==> config.mk <==
export PLATFORM = sky130hd
export DESIGN_NAME = ysyx_25040129_wb_arbiter
export DESIGN_NICKNAME = d
export VERILOG_FILES = /design/src/rtl/ysyx_25040129_wb_arbiter.sv
export SDC_FILE = /design/constraint.sdc
export NUM_CORES = 1
export LEC_CHECK = 0
export BUFFER_PORTS_ARGS = -buffer_cell sky130_fd_sc_hd__buf_4
export CORE_MARGIN = 5
export CORE_UTILIZATION = 35
export CTS_CLUSTER_SIZE = 8
export DETAILED_ROUTE_END_ITERATION = 8
export PLACE_DENSITY = 0.76
export SLEW_MARGIN = 20
export SYNTH_ARGS = -nofsm -noshare
export SYNTH_HDL_FRONTEND = slang
export SYNTH_SLANG_ARGS = --single-unit
==> constraint.sdc <==
create_clock -name clock -period 1.4 [get_ports clock]
set_input_delay 0.14 -clock clock [delete_from_list [all_inputs] [get_ports clock]]
set_output_delay 0.14 -clock clock [all_outputs]
set_load 0.005 [all_outputs]
==> src/rtl/ysyx_25040129_wb_arbiter.sv <==
// Write-back arbiter: shares the single GPR write port and the single CSR
// write port between the LSU path (port 0) and the EXU fast path (port 1).
// One grant per cycle. Port 0 normally wins ties. A starvation counter hands
// the tie-break to port 1 after it has been refused STARVE_LIMIT times in a row.
// The winning request is registered and drives the register files one cycle
// after its handshake.
module ysyx_25040129_wb_arbiter #(
    parameter int REGS_DIG     = 5,
    parameter int CSR_DIG      = 12,
    parameter int STARVE_LIMIT = 4,
    parameter int CNT_W        = 3
) (
    input  logic                clock,
    input  logic                reset,
    input  logic                wb_stall,

    input  logic                p0_valid,
    output logic                p0_ready,
    input  logic [REGS_DIG-1:0] p0_rd,
    input  logic [31:0]         p0_result,
    input  logic                p0_reg_write,
    input  logic                p0_csr_write,
    input  logic [CSR_DIG-1:0]  p0_csr_addr,
    input  logic [31:0]         p0_csr_data,

    input  logic                p1_valid,
    output logic                p1_ready,
    input  logic [REGS_DIG-1:0] p1_rd,
    input  logic [31:0]         p1_result,
    input  logic                p1_reg_write,
    input  logic                p1_csr_write,
    input  logic [CSR_DIG-1:0]  p1_csr_addr,
    input  logic [31:0]         p1_csr_data,

    output logic                rf_wen,
    output logic [REGS_DIG-1:0] rf_waddr,
    output logic [31:0]         rf_wdata,
    output logic                csr_wen,
    output logic [CSR_DIG-1:0]  csr_waddr,
    output logic [31:0]         csr_wdata,
    output logic                retire,
    output logic                retire_src
);

    typedef struct packed {
        logic [REGS_DIG-1:0] rd;
        logic [31:0]         result;
        logic                reg_write;
        logic                csr_write;
        logic [CSR_DIG-1:0]  csr_addr;
        logic [31:0]         csr_data;
    } wb_req_t;

    localparam logic [0:0] PRI0 = 1'b0;  // port 0 wins ties
    localparam logic [0:0] PRI1 = 1'b1;  // port 1 wins ties

    localparam logic [CNT_W-1:0] CNT_MAX  = {CNT_W{1'b1}};
    localparam logic [CNT_W-1:0] LIMIT_M1 = CNT_W'(STARVE_LIMIT - 1);

    logic [0:0]       state_q, state_d;
    logic [CNT_W-1:0] cnt_q, cnt_d;

    wb_req_t req0, req1, win;
    logic    hs0, hs1, hs, p1_inc;

    assign req0 = '{rd: p0_rd, result: p0_result, reg_write: p0_reg_write,
                    csr_write: p0_csr_write, csr_addr: p0_csr_addr, csr_data: p0_csr_data};
    assign req1 = '{rd: p1_rd, result: p1_result, reg_write: p1_reg_write,
                    csr_write: p1_csr_write, csr_addr: p1_csr_addr, csr_data: p1_csr_data};

    // Grant: the priority state breaks ties; a stall suppresses both readies.
    always_comb begin
        p0_ready = 1'b0;
        p1_ready = 1'b0;
        if (!wb_stall) begin
            if (state_q == PRI0) begin
                p0_ready = p0_valid;
                p1_ready = p1_valid & ~p0_valid;
            end else begin
                p1_ready = p1_valid;
                p0_ready = p0_valid & ~p1_valid;
            end
        end
    end

    assign hs0    = p0_valid & p0_ready;
    assign hs1    = p1_valid & p1_ready;
    assign hs     = hs0 | hs1;
    // Port 1 waited and was turned away this cycle, and the counter has room.
    assign p1_inc = p1_valid & ~p1_ready & ~wb_stall & (cnt_q != CNT_MAX);
    assign win    = hs1 ? req1 : req0;

    // Starvation counter and priority state next-state.
    always_comb begin
        cnt_d   = cnt_q;
        state_d = state_q;
        if (hs1)
            cnt_d = '0;
        else if (p1_inc)
            cnt_d = cnt_q + 1'b1;
        case (state_q)
            PRI0:    if (p1_inc && cnt_q == LIMIT_M1) state_d = PRI1;
            PRI1:    if (hs1) state_d = PRI0;
            default: state_d = PRI0;
        endcase
    end

    // Arbitration state registers.
    always_ff @(posedge clock) begin
        if (reset) begin
            state_q <= PRI0;
            cnt_q   <= '0;
        end else begin
            state_q <= state_d;
            cnt_q   <= cnt_d;
        end
    end

    // Output stage: register the winner; strobes drop when nothing is accepted,
    // addresses and data keep their last value.
    always_ff @(posedge clock) begin
        if (reset) begin
            rf_wen     <= 1'b0;
            rf_waddr   <= '0;
            rf_wdata   <= '0;
            csr_wen    <= 1'b0;
            csr_waddr  <= '0;
            csr_wdata  <= '0;
            retire     <= 1'b0;
            retire_src <= 1'b0;
        end else if (hs) begin
            rf_wen     <= win.reg_write & (win.rd != '0);
            rf_waddr   <= win.rd;
            rf_wdata   <= win.result;
            csr_wen    <= win.csr_write;
            csr_waddr  <= win.csr_addr;
            csr_wdata  <= win.csr_data;
            retire     <= 1'b1;
            retire_src <= hs1;
        end else begin
            rf_wen     <= 1'b0;
            csr_wen    <= 1'b0;
            retire     <= 1'b0;
        end
    end

endmodule

; ---- Yosys cells after proc, flatten, opt, wreduce, memory -nomap -nowiden
; Index checks and enable logic that the tools add are counted.
[classes]
n_addsub = 1
eq_ne = 2
muxes = 9
n_bitwise = 15
n_reduce_logical = 4
[ops]
columns = operator, n
row1 = $mux W83, 1
row2 = $and A1 B1 Y1, 8
row3 = $mux W1, 7
row4 = $not A1 Y1, 6
row5 = $reduce_bool A5 Y1, 1
row6 = $reduce_or A2 Y1, 2
row7 = $add A3 B1 Y3 const B, 1
row8 = $eq A3 B2 Y1 const B, 1
row9 = $ne A3 B3 Y1 const B, 1
row10 = $pmux W1 S2, 1
row11 = $logic_and A1 B1 Y1, 1
row12 = $or A1 B1 Y1, 1
[totals]
register_bits = 89
in_bits = 171
out_inout_bits = 87
wordCells = 41

; ---- Longest topological paths before layout
[logic_depth]
word_depth = 11
mapped_depth = 7
depth_no_buf = 5

; ---- Least setup slack after synthesis
; OpenSTA, ideal clock, no wires.
[synth_timing]
path_type = reg2reg
from = register cnt_q[0]
to = register cnt_q[2]
setup_time_ns = 0.112
arrival_time_ns = 1.390
path_slack_ns = -0.102
path_stages_with_launch = 6
path_buffers = 0
synth_period_minus_slack_ns = 1.502
cell_sequence = dfxtp_1 ha_1 ha_1 nor3_2 nor2_1 a2111oi_1
[synth_between]
elab_chain_len = 2
elab_cells_between_ends = 3
cone_classes = add/sub: 1 / eq/ne: 1 / bitwise: 1
[synth_lines]
columns = item, line
row1 = from (decl), 61  ; logic [CNT_W-1:0] cnt_q, cnt_d;
row2 = from (signal assigned), 115  ; cnt_q <= cnt_d;
row3 = "parallel branches: the longest is 2 deep, another holds $add A3 B1 Y3", --
; Several ways; the timed one is not identified.
; A chain may end at the register's enable or synchronous reset.

; ---- Worst setup path after layout
[layout_timing]
from = register cnt_q[0]
to = register cnt_q[1]
; The elaborated chain is that of the path after synthesis.

==> reports/qor.yml <==
maxCapViolations: 0
p_sw_frac: 0.252
initial_core_util: 0.360
htree_num_levels: 3
fin_nets: 928
powerDensity_nw_per_um2: 949
crit_type: "flip-flop to flip-flop"
synth_most_common_cell: "nand2_1"
gp_congestion: 0.785
fin_crit_sh: 0.970
yosys.area.top_type: "dfxtp_1"
crit_family: "flip-flops"
synth-edff-count: 0
die_h_um: 119
ys_seq_area_frac: 0.427
cp_data_arrival_time_ps: 1570
clk_pin_slew_ps: 60
outcome: "complete, no violations"
seqPwrFrac: 0.434
cp-start-kind: "flip-flop"
grt_first_pass_wirelength_mm: 22.5
cts-root-buf: "clkbuf_16"
rrSetupSlack_ps: 40
hp-start: "p1_result[26]"
wire_per_inst_um: 15.8
crit_start: "cnt_q[0]$_SDFFE_PP0P_"
synthArstFlopShare: 0
clkPwrFrac: 0.334
core_um2: 11600
synth_ff_type: "dfxtp_1"
leakage_nw: 3.13
max_stage_delay_ps: 330
area_delta_synth_final_pct: 64.9
synth_area_leaders: "dfxtp_1, nand2_1, a311oi_2"
grt_pass1_vias: 4590
drv_slew: 0
hold_buffers: 0
critPathMaxFanout: 4
critPathCaptureType: "flip-flop"
worstPathCellList: "ha_4, ha_4, nor3_4, buf_4, mux2i_1, nor3_2"
path_buf_inv: 1
route.detailed.drc: 0
synthCells: 491
place_inst: 876
synthTopCellsByCount: "nand2_1, dfxtp_1, nor2_1"
crit_slowest_cell: "dfxtp_2"
detailed_place_hpwl_mm: 10.8
cts_buffer_depth: 2
hold_depth: 3
yosys.cell_types.count: 30
cp_common_cell: "ha_4"
antenna_cells: 0
viasPerCell: 5.07
hold_violations: 0
worstPathRequired_ps: 1610
num_vias: 4564
yosysWarnings: 0
synth-seq-cells: 89
synthesis.nets: 665
drt-initial-drc-count: 258
core.rowCount: 39
syn_avg_cell_area_um2: 8.49
rsz0062_at_grt: "true"
crit-reg2reg-launch: "cnt_q[0]$_SDFFE_PP0P_"
fillCellCount: 1012
r2r_end: "cnt_q[1]$_SDFFE_PP0P_"
p_int_w: 0.00488
min_to: "rf_wdata[26]$_SDFFE_PP0P_"
wl_mm: 14.2
skew_ps: 4.45
antenna_found_initial: 0
die_w_um: 119
reg2reg_depth: 6
peakVddDrop_mv: 0.536
max-slew-margin-rel: 0.798
die_area_um2: 14200
p_switching_w: 0.00165
overflow: 0
setup_viol: 0
clock_sinks: 89
numPortBuffers: 257
pwr-share-comb: 0.232
ios: 258
yosys.area.top_type_share: 0.427
syn_area_um2: 4170
grt_usage: 0.189
utilization: 0.595
drive_gt1_frac: 0.497
insertion_delay_ps: 330
fin_cells: 900
cts_tree: "done"
first_pass_iters: 4
layout_min_cycle_time_ps: 1360
antenna_left: 0
grt_max_degree: 55
worst_slew_pin_slew_ps: 303
fmax_ghz: 0.737
hp-class: "input port to flip-flop"
numCtsBuffers: 9
[kinds of logic after synthesis]
family / after synthesis / share of synthesized area
AO/OA/AOI/OAI: 88 / 0.236
XOR/XNOR: 1 / 0.00210
adder cells (fa/ha/maj): 3 / 0.00900
buffers and inverters: 49 / 0.0696
flip-flops: 89 / 0.427
multiplexers: 2 / 0.00480
AND/OR/NAND/NOR: 259 / 0.251
[how the worst max path moves through the flow]
stage | end | cells after the start
after detailed placement | rf_wdata[1]$_SDFFE_PP0P_ | 6
after CTS | p1_ready | 5
after global routing | rf_wdata[5]$_SDFFE_PP0P_ | 5
after floorplan | cnt_q[2]$_SDFFE_PP0P_ | 5
after global placement | cnt_q[2]$_SDFFE_PP0P_ | 5
final | cnt_q[1]$_SDFFE_PP0P_ | 6
[state kept, by name, summed over array words and instances (netlist names)]
signal,flops
csr_wen,1
retire_src,1
state_q,1
csr_wdata,32
rf_waddr,5
cnt_q,3
rf_wen,1
retire,1
rf_wdata,32
csr_waddr,12
[layout make-up]
class | instances | area [um^2] | share of cell area
repair buffers | 297 | 2420 | 0.352
multi-input cells | 353 | 2210 | 0.321
clock buffers | 14 | 264 | 0.0384
well taps | 143 | 179 | 0.0260
inverters | 4 | 22.5 | 0.00328
flip-flops and latches | 89 | 1790 | 0.260
[stage by stage]
| stage | cell area [um^2] | setup slack (ps) | power, W | TNS (ps) | hold WS (ps) |
|---|---|---|---|---|---|
| detailed placement | 6350 | -102 | 0.00434 | -2570 | 425 |
| finish | 6880 | 42.5 | 0.00653 | 0 | 84.8 |
| global route | 6880 | -24.4 | 0.00688 | -58.2 | 80.3 |
| CTS | 6690 | -10.7 | 0.00656 | -10.7 | 66.7 |
| floorplan | 4180 | 9.61 | 0.00348 | 0 | 299 |
| global placement | 6350 | -33.8 | 0.00430 | -33.8 | 414 |
[worst min-delay path: stages]
cell	delay [ps]
buf_4	110
nand2_1	40
a311oi_1	70
[timing repair]
item / 4_1_cts / 5_1_grt
setup endpoints to repair: 80 / 33
pin swaps: 2 / 2
cloned: 0 / 2
resized for setup: 14 / 16
setup buffers: 3 / 5
[metal layers]
layer | share of wire | vias up | GRT usage
li1 | - | 2229 | -
met1 | 0.40 | 2145 | 0.227
met4 | 0.016 | 0 | 0.0630
met5 | 0 | - | 0
met2 | 0.52 | 174 | 0.334
met3 | 0.067 | 16 | 0.0393
[power by group through the flow]
| stage | sequential, W | combinational, W | clock, W |
|---|---|---|---|
| 4_1_cts | 0.00283 | 0.00147 | 0.00226 |
| 5_1_grt | 0.00286 | 0.00165 | 0.00238 |
| 3_3_place_gp | 0.00288 | 0.00143 | 0 |
| 2_1_floorplan | 0.00289 | 0.000590 | 0 |
| 6_report | 0.00283 | 0.00152 | 0.00218 |
| 3_5_place_dp | 0.00288 | 0.00146 | 0 |
[placed cells by master (no fill, tap or decap), drive strengths merged, types with 2 or more instances in the layout]
cell type / Yosys / layout
buf: 31 / 295
nand2: 162 / 162
dfxtp: 89 / 89
nor2: 87 / 87
a311oi: 81 / 81
clkbuf: 14 / 16
inv: 4 / 4
nor3: 4 / 4
nand2b: 3 / 3
ha: 3 / 3
mux2i: 2 / 2
or4: 2 / 2
o211ai: 2 / 2
(Power assumes the default switching activity.)
